===== src/rtl/fcs_pkg.sv =====
// Shared types and elaboration helpers for the FCS frame counter.
package fcs_pkg;

    typedef enum logic [1:0] {
        ST_IDLE  = 2'd0,
        ST_COUNT = 2'd1,
        ST_DONE  = 2'd2
    } fcs_state_t;

    // Width that holds 0..max_bits inclusive.
    function automatic int cnt_w(input int max_bits);
        return $clog2(max_bits) + 1;
    endfunction

    function automatic bit step_legal(input int step);
        return (step >= 1) && (step <= 64) && ((step & (step - 1)) == 0);
    endfunction

endpackage


===== src/rtl/fcs_frame_counter.sv =====
// Frame-length counter: latches a bit length on Start, consumes STEP-bit beats, flags the final partial beat.
// Latency: Busy one cycle after Start, Cnt_done one cycle after the last beat; stalls by holding Cnt_En low.
module fcs_frame_counter
    import fcs_pkg::*;
#(
    parameter int MAX_BITS = 1024,
    parameter int STEP     = 8,
    parameter int CNT_W    = cnt_w(MAX_BITS),
    parameter int VB_W     = $clog2(STEP) + 1
) (
    input  logic             CLK,
    input  logic             RST,
    input  logic             Start,
    input  logic [CNT_W-1:0] Data_Size,
    input  logic             Cnt_En,
    input  logic             Abort,
    output logic             Busy,
    output logic             Last_Beat,
    output logic [VB_W-1:0]  Valid_Bits,
    output logic [CNT_W-1:0] Bit_Count,
    output logic             Cnt_done,
    output logic             Size_Err
);

    generate
        if (!step_legal(STEP)) begin : g_bad_step
            $error("fcs_frame_counter: STEP must be a power of two in 1..64");
        end
    endgenerate

    fcs_state_t       state;
    logic [CNT_W-1:0] rem;
    logic [CNT_W-1:0] beat;
    logic             size_ok;

    // beat = min(rem, STEP); compared at 32 bits so STEP need not fit in CNT_W
    assign beat      = (32'(rem) < STEP) ? rem : CNT_W'(STEP);
    assign Busy      = (state == ST_COUNT);
    assign Last_Beat = Busy && (32'(rem) <= STEP);
    assign Valid_Bits = Busy ? VB_W'(beat) : '0;
    assign size_ok   = (Data_Size != '0) && (Data_Size <= CNT_W'(MAX_BITS));

    always_ff @(posedge CLK) begin
        if (RST) begin
            state     <= ST_IDLE;
            rem       <= '0;
            Bit_Count <= '0;
            Cnt_done  <= 1'b0;
            Size_Err  <= 1'b0;
        end else begin
            Cnt_done <= 1'b0;
            Size_Err <= 1'b0;
            case (state)
                ST_COUNT: begin
                    if (Abort) begin
                        state <= ST_IDLE;
                    end else if (Cnt_En) begin
                        rem       <= rem - beat;
                        Bit_Count <= Bit_Count + beat;
                        if (Last_Beat) begin
                            state    <= ST_DONE;
                            Cnt_done <= 1'b1;
                        end
                    end
                end
                default: begin
                    // IDLE and DONE behave alike; Abort suppresses a coincident Start
                    state <= ST_IDLE;
                    if (!Abort && Start) begin
                        if (size_ok) begin
                            rem       <= Data_Size;
                            Bit_Count <= '0;
                            state     <= ST_COUNT;
                        end else begin
                            Size_Err <= 1'b1;
                        end
                    end
                end
            endcase
        end
    end

endmodule


===== config.mk =====
export PLATFORM = sky130hd
export DESIGN_NAME = fcs_frame_counter
export DESIGN_NICKNAME = d
export VERILOG_FILES = /design/src/rtl/fcs_pkg.sv /design/src/rtl/fcs_frame_counter.sv
export SDC_FILE = /design/constraint.sdc
export NUM_CORES = 1
export LEC_CHECK = 0
export CAP_MARGIN = 0
export CELL_PAD_IN_SITES_DETAIL_PLACEMENT = 0
export CELL_PAD_IN_SITES_GLOBAL_PLACEMENT = 1
export CORE_ASPECT_RATIO = 1.75
export CORE_MARGIN = 2
export CORE_UTILIZATION = 34
export CTS_CLUSTER_DIAMETER = 40
export DETAILED_ROUTE_END_ITERATION = 16
export GPL_ROUTABILITY_DRIVEN = 0
export PLACE_DENSITY = 0.86
export SLEW_MARGIN = 0
export SYNTH_ARGS = -nofsm -noshare
export SYNTH_HDL_FRONTEND = slang
export SYNTH_SLANG_ARGS = --single-unit

===== constraint.sdc =====
create_clock -name CLK -period 2.7 [get_ports CLK]
set_clock_uncertainty 0.05 [all_clocks]
set_input_delay 0.675 -clock CLK [delete_from_list [all_inputs] [get_ports CLK]]
set_output_delay 0.675 -clock CLK [all_outputs]
set_load 0.03 [all_outputs]

# After elaboration in Yosys (flattened, before gate mapping)
# Cells that the tools add are included.
[classes]
n_addsub = 2
multipliers = 0
n_div = 0
n_lt_le_gt_ge = 3
n_eq_ne = 5
n_shift = 0
muxes = 20
n_bitwise = 3
n_reduce_logical = 11
[ops]
columns = ["op", "count"]
rows = [
  ["2-to-1 mux 11 bit", 11],
  ["adder 11 bit", 1],
  ["less-or-equal comparator 11 bit (second input constant)", 1],
  ["less-or-equal comparator 11 x 4 -> 1 bit (second input constant)", 1],
  ["< comparator 11 x 4 -> 1 bit (second input constant)", 1],
  ["nonzero test 11 bit", 1],
  ["subtractor 11 bit", 1],
  ["2-to-1 mux 2 bit", 4],
  ["2-to-1 mux 1 bit", 4],
  ["2-to-1 mux 4 bit", 1],
  ["!= test 2 bit (second input constant)", 2],
  ["AND reduction 4 bit", 1],
  ["nonzero test 2 bit", 2],
  ["OR reduction 4 bit", 1],
  ["logical AND 1 bit", 3],
  ["!= test 3 x 2 -> 1 bit (second input constant)", 1],
  ["!= test 3 bit (second input constant)", 1],
  ["inverter 1 bit", 3],
  ["OR reduction 3 bit", 1],
  ["== test 2 x 1 -> 1 bit (second input constant)", 1],
  ["AND reduction 2 bit", 1],
  ["zero test 1 bit", 1],
]
[word_totals]
reg_bits = 26
latchBits = 0
ramBits = 0
mem_bits_ro = 0
mem_count = 0

# Longest topological paths before layout
[logic_depth]
ltp_word = 6
ltp_mapped = 13
mapped_depth_nobuf = 12

# Least setup slack after synthesis
# Ideal clock, no wire load.
[synth_path]
kind = "flip-flop to flip-flop"
startpoint = "register rem[4]"
endpoint = "register Bit_Count[9]"
arrival_ps = 2679
t_required_ps = 2530
setup_slack_ps = -149
stages_incl_launch_ff = 13
n_path_buf = 1
period_less_slack_ps = 2849
path_cell_list = "dfxtp_1 > clkbuf_1 > nor4_1 > nand2_1 > nor2_1 > and2_1 > ha_1 > a21o_1 > a21oi_1 > o211ai_1 > a21o_1 > mux2i_1 > a211o_1"
[synth_between]
elab_chain_len = 6
[synth_rtl]
columns = ["element", "line", "source"]
rows = [
  ["start: declaration", "fcs_frame_counter.sv:32", "logic [CNT_W-1:0] rem;"],
  ["start signal: assignment", "fcs_frame_counter.sv:58", "rem <= rem - beat;"],
  ["start signal: assignment", "fcs_frame_counter.sv:71", "rem <= Data_Size;"],
  ["< comparator 11 x 4 -> 1 bit", "fcs_frame_counter.sv:37", "assign beat = (32'(rem) < STEP) ? rem : CNT_W'(STEP);"],
  ["2-to-1 mux 11 bit (*)", "fcs_frame_counter.sv:37", ""],
  ["adder 11 bit (*)", "fcs_frame_counter.sv:59", "Bit_Count <= Bit_Count + beat;"],
  ["2-to-1 mux 11 bit (*)", "fcs_frame_counter.sv:57", "end else if (Cnt_En) begin"],
  ["2-to-1 mux 11 bit (*)", "fcs_frame_counter.sv:55", "if (Abort) begin"],
  ["2-to-1 mux 11 bit (*)", "fcs_frame_counter.sv:53", "case (state)"],
  ["end signal: assignment", "fcs_frame_counter.sv:59", ""],
  ["end: declaration", "fcs_frame_counter.sv:20", "output logic [CNT_W-1:0] Bit_Count,"],
]
# Every way passes the cells marked *; elsewhere a longest branch is shown, timed or not. The select of a mux whose other input is x is not followed.
# A chain may end at the register's enable or synchronous reset.

# Worst setup path after layout
[layout_path]
startpoint = "register rem[7]"
endpoint = "register Bit_Count[9]"
# The elaborated chain is that of the path after synthesis.

==> results.sh <==
export IMPL_rrSetupSlack_ps=110
export IMPL_synth_seq_area_share=0.3001
export IMPL_cp_required_ps=2820
export IMPL_drt_total_wl_mm=5.019
export IMPL_total_power_uw=904.1
export IMPL_synth_edf_count=0
export IMPL_hold_viol=0
export IMPL_ir_drop_mv=0.2627
export IMPL_ys_flop_type="dfxtp_1"
export IMPL_grt_max_degree=15
export IMPL_yosysTopAreaCellShare=0.3001
export IMPL_syn_mean_instance_area_um2=8.104
export IMPL_finalCritPeriodShare=0.9602
export IMPL_power_density_nw_per_um2=353.9
export IMPL_coreArea_um2=4935
export IMPL_wire_per_inst_um=14.72
export IMPL_reg2regPathDepth=11
export IMPL_cp_start_kind="register"
export IMPL_total_leakage_power_uw=0.001083
export IMPL_clockBufferDepth=2
export IMPL_drt_iter0_drc=26
export IMPL_grt_pass1_wl_mm=8.355
export IMPL_drive_gt1_frac=0.2404
export IMPL_startpoint="rem[7]"
export IMPL_clock_fmax_mhz=385.7
export IMPL_drtAntennaViolNets=0
export IMPL_vias=1843
export IMPL_drv_cap=0
export IMPL_clkLatencyLatePin_ps=270
export IMPL_yosysWarnings=0
export IMPL_critPathCaptureType="register"
export IMPL_cts_tree="done"
export IMPL_n_antenna_cell=0
export IMPL_grt_pass1_vias=1883
export IMPL_synth_top_cells_by_area="dfxtp_1, ha_1, a21oi_1, nor2_1, nand2_1"
export IMPL_fin_crit_ps=2593
export IMPL_slew_violations=0
export IMPL_antenna_found_initial=0
export IMPL_hold_class="reg -> reg"
export IMPL_min_from="Bit_Count[5]"
export IMPL_start_util=0.3514
export IMPL_finalSetupViolations=0
export IMPL_cts_root_buf="clkbuf_8"
export IMPL_synth_top_area_cell="dfxtp_1"
export IMPL_dp_hpwl_mm=3.983
export IMPL_r2r_start="rem[7]"
export IMPL_critical_path_arrival_ps=2720
export IMPL_final_cells=341
export IMPL_async_flop_share=0
export IMPL_die_y_um=98.48
export IMPL_viasPerCell=5.405
export IMPL_num_io_pins=35
export IMPL_crit_reg2reg_capture="Bit_Count[9]"
export IMPL_numClockSinks=26
export IMPL_syn_area_um2=1734
export IMPL_synth_distinct_cells=49
export IMPL_whs_path_depth=2
export IMPL_rsz0062_at_grt="yes"
export IMPL_io_buffers=34
export IMPL_clk_pin_slew_worst_paths_ps=100
export IMPL_cp_max_fo=6
export IMPL_holdPathEnd="Bit_Count[5]"
export IMPL_dp_cells=334
export IMPL_fin_nets=316
export IMPL_crit_type="reg -> reg"
export IMPL_status="finished clean"
export IMPL_rows=34
export IMPL_dieArea_um2=5710
export IMPL_postSynthCellCount=214
export IMPL_numCtsBuffers=3
export IMPL_gr_usage_all_layers=0.1865
export IMPL_drcViolationCount=0
export IMPL_overflow=0
export IMPL_first_pass_iters=4
export IMPL_htree_levels=1
export IMPL_ys_seq_elements=26
export IMPL_die_w_um=57.99
export IMPL_syn_to_final_growth_pct=47.33
[how the worst max path moves through the flow]
| stage | end | slack [ps] |
|---|---|---|
| 2_1_floorplan | Bit_Count[9] | 10 |
| 3_3_place_gp | Bit_Count[9] | -170 |
| 3_5_place_dp | rem[7] | -210 |
| 4_1_cts | Bit_Count[9] | 8 |
| 5_1_grt | Bit_Count[9] | 0.6 |
| 6_report | Bit_Count[9] | 110 |
[sequential cells by signal (all words and copies together) (netlist names)]
name and count:
Bit_Count 11, Cnt_done 1, Size_Err 1, rem 11, state 2
[synthesized netlist by cell type, types with 2 or more instances]
cell type and number:
nor4_1 2, and3_1 3, or3_1 2, o22ai_1 2, dfxtp_1 26, a211oi_1 4
ha_1 11, clkbuf_1 6, nor2b_1 2, a221oi_2 3, nand2_1 21, xnor2_1 7
a31oi_1 3, nor3_1 12, mux2i_1 4, o21ai_0 7, nor2_1 22, inv_1 2
nand2b_1 2, or4_1 3, o21ai_1 2, o21a_1 4, o31a_1 2, o31ai_1 2
a21o_1 3, a21oi_1 18, buf_2 2, conb_1 2, and2_1 5, nand3_1 11
[per-layer routing]
metal / global-route usage / part of all wire / routed length, um
met3: 0.01575 / 0.023 / 116
met4: 0.08408 / 0.032 / 159
met5: 0 / 0 / 0
met1: 0.1933 / 0.39 / 1948
met2: 0.3601 / 0.56 / 2796
[report_power, final]
part	internal (uW)	leakage (uW)	switching, uW	total, uW
clock network	130	0.0000288	128	258
logic	123	0.000844	121	244
registers	393	0.000211	9.40	402
total	646	0.00108	258	904
[critical path, stage by stage, from the launching register on]
cell and delay, ps:
dfxtp_2 360, nor4_4 360, nand2_2 130, nor2_4 180, and2_4 170, ha_1 220
a21o_1 190, a21oi_2 170, o211ai_1 130, a21o_1 210, mux2i_1 120, a211o_1 220
[cells by family (layout without fill, tap and decap cells)]
family / Yosys count / count (layout) / synth area share
xor+xnor: 8 / 8 / 0.04041
simple gates: 93 / 93 / 0.2792
other cells: 2 / 7 / 0.004331
mux: 4 / 4 / 0.02309
fa+ha+maj: 12 / 12 / 0.09091
flops: 26 / 26 / 0.3001
buf+inv: 11 / 79 / 0.02958
compound gates: 58 / 58 / 0.2323
[cell usage in the layout, fill, tap and decap left out, drive strengths merged, types with 4 or more instances in the layout]
cell            n
nor3           13
dfxtp          26
nor2           23
nand2          21
o21a            4
conb            7
mux2i           4
buf            40
nand3          12
or4             4
clkdlybuf4s50  27
a21oi          18
ha             11
clkbuf          6
a211oi          4
o21ai           9
xnor2           7
and2            5
[metrics by stage]
step / worst slack (ps) / utilization / setup TNS, ps / hold slack [ps] / instance area (um2)
final: 107.4 / 0.5177 / 0 / 436.8 / 2555
after global routing: 0.6071 / 0.5177 / 0 / 478.1 / 2555
after CTS: 8.206 / 0.4990 / 0 / 441.4 / 2462
after detailed placement: -211.2 / 0.4861 / -3476 / 428.5 / 2399
after global placement: -170.1 / 0.4861 / -2418 / 420.1 / 2399
after floorplan: 9.989 / - / 0 / 420.7 / 1767
[area by class of cell]
cell class,count,area [um2]
clock buffers,4,55.05
multi-input cells,182,1270
flip-flops and latches,26,521.8
well taps,54,67.56
fillers,499,2380
inverters,2,7.507
repair buffers,73,633.1
[what timing repair did]
item / CTS / global route
setup endpoints to repair: 5 / 12
buffers inserted: 0 / 3
pin swaps: 0 / 8
resized for setup: 8 / 21
hold buffers: 0 / 0
No activity file was read; power rests on OpenSTA's default activity.
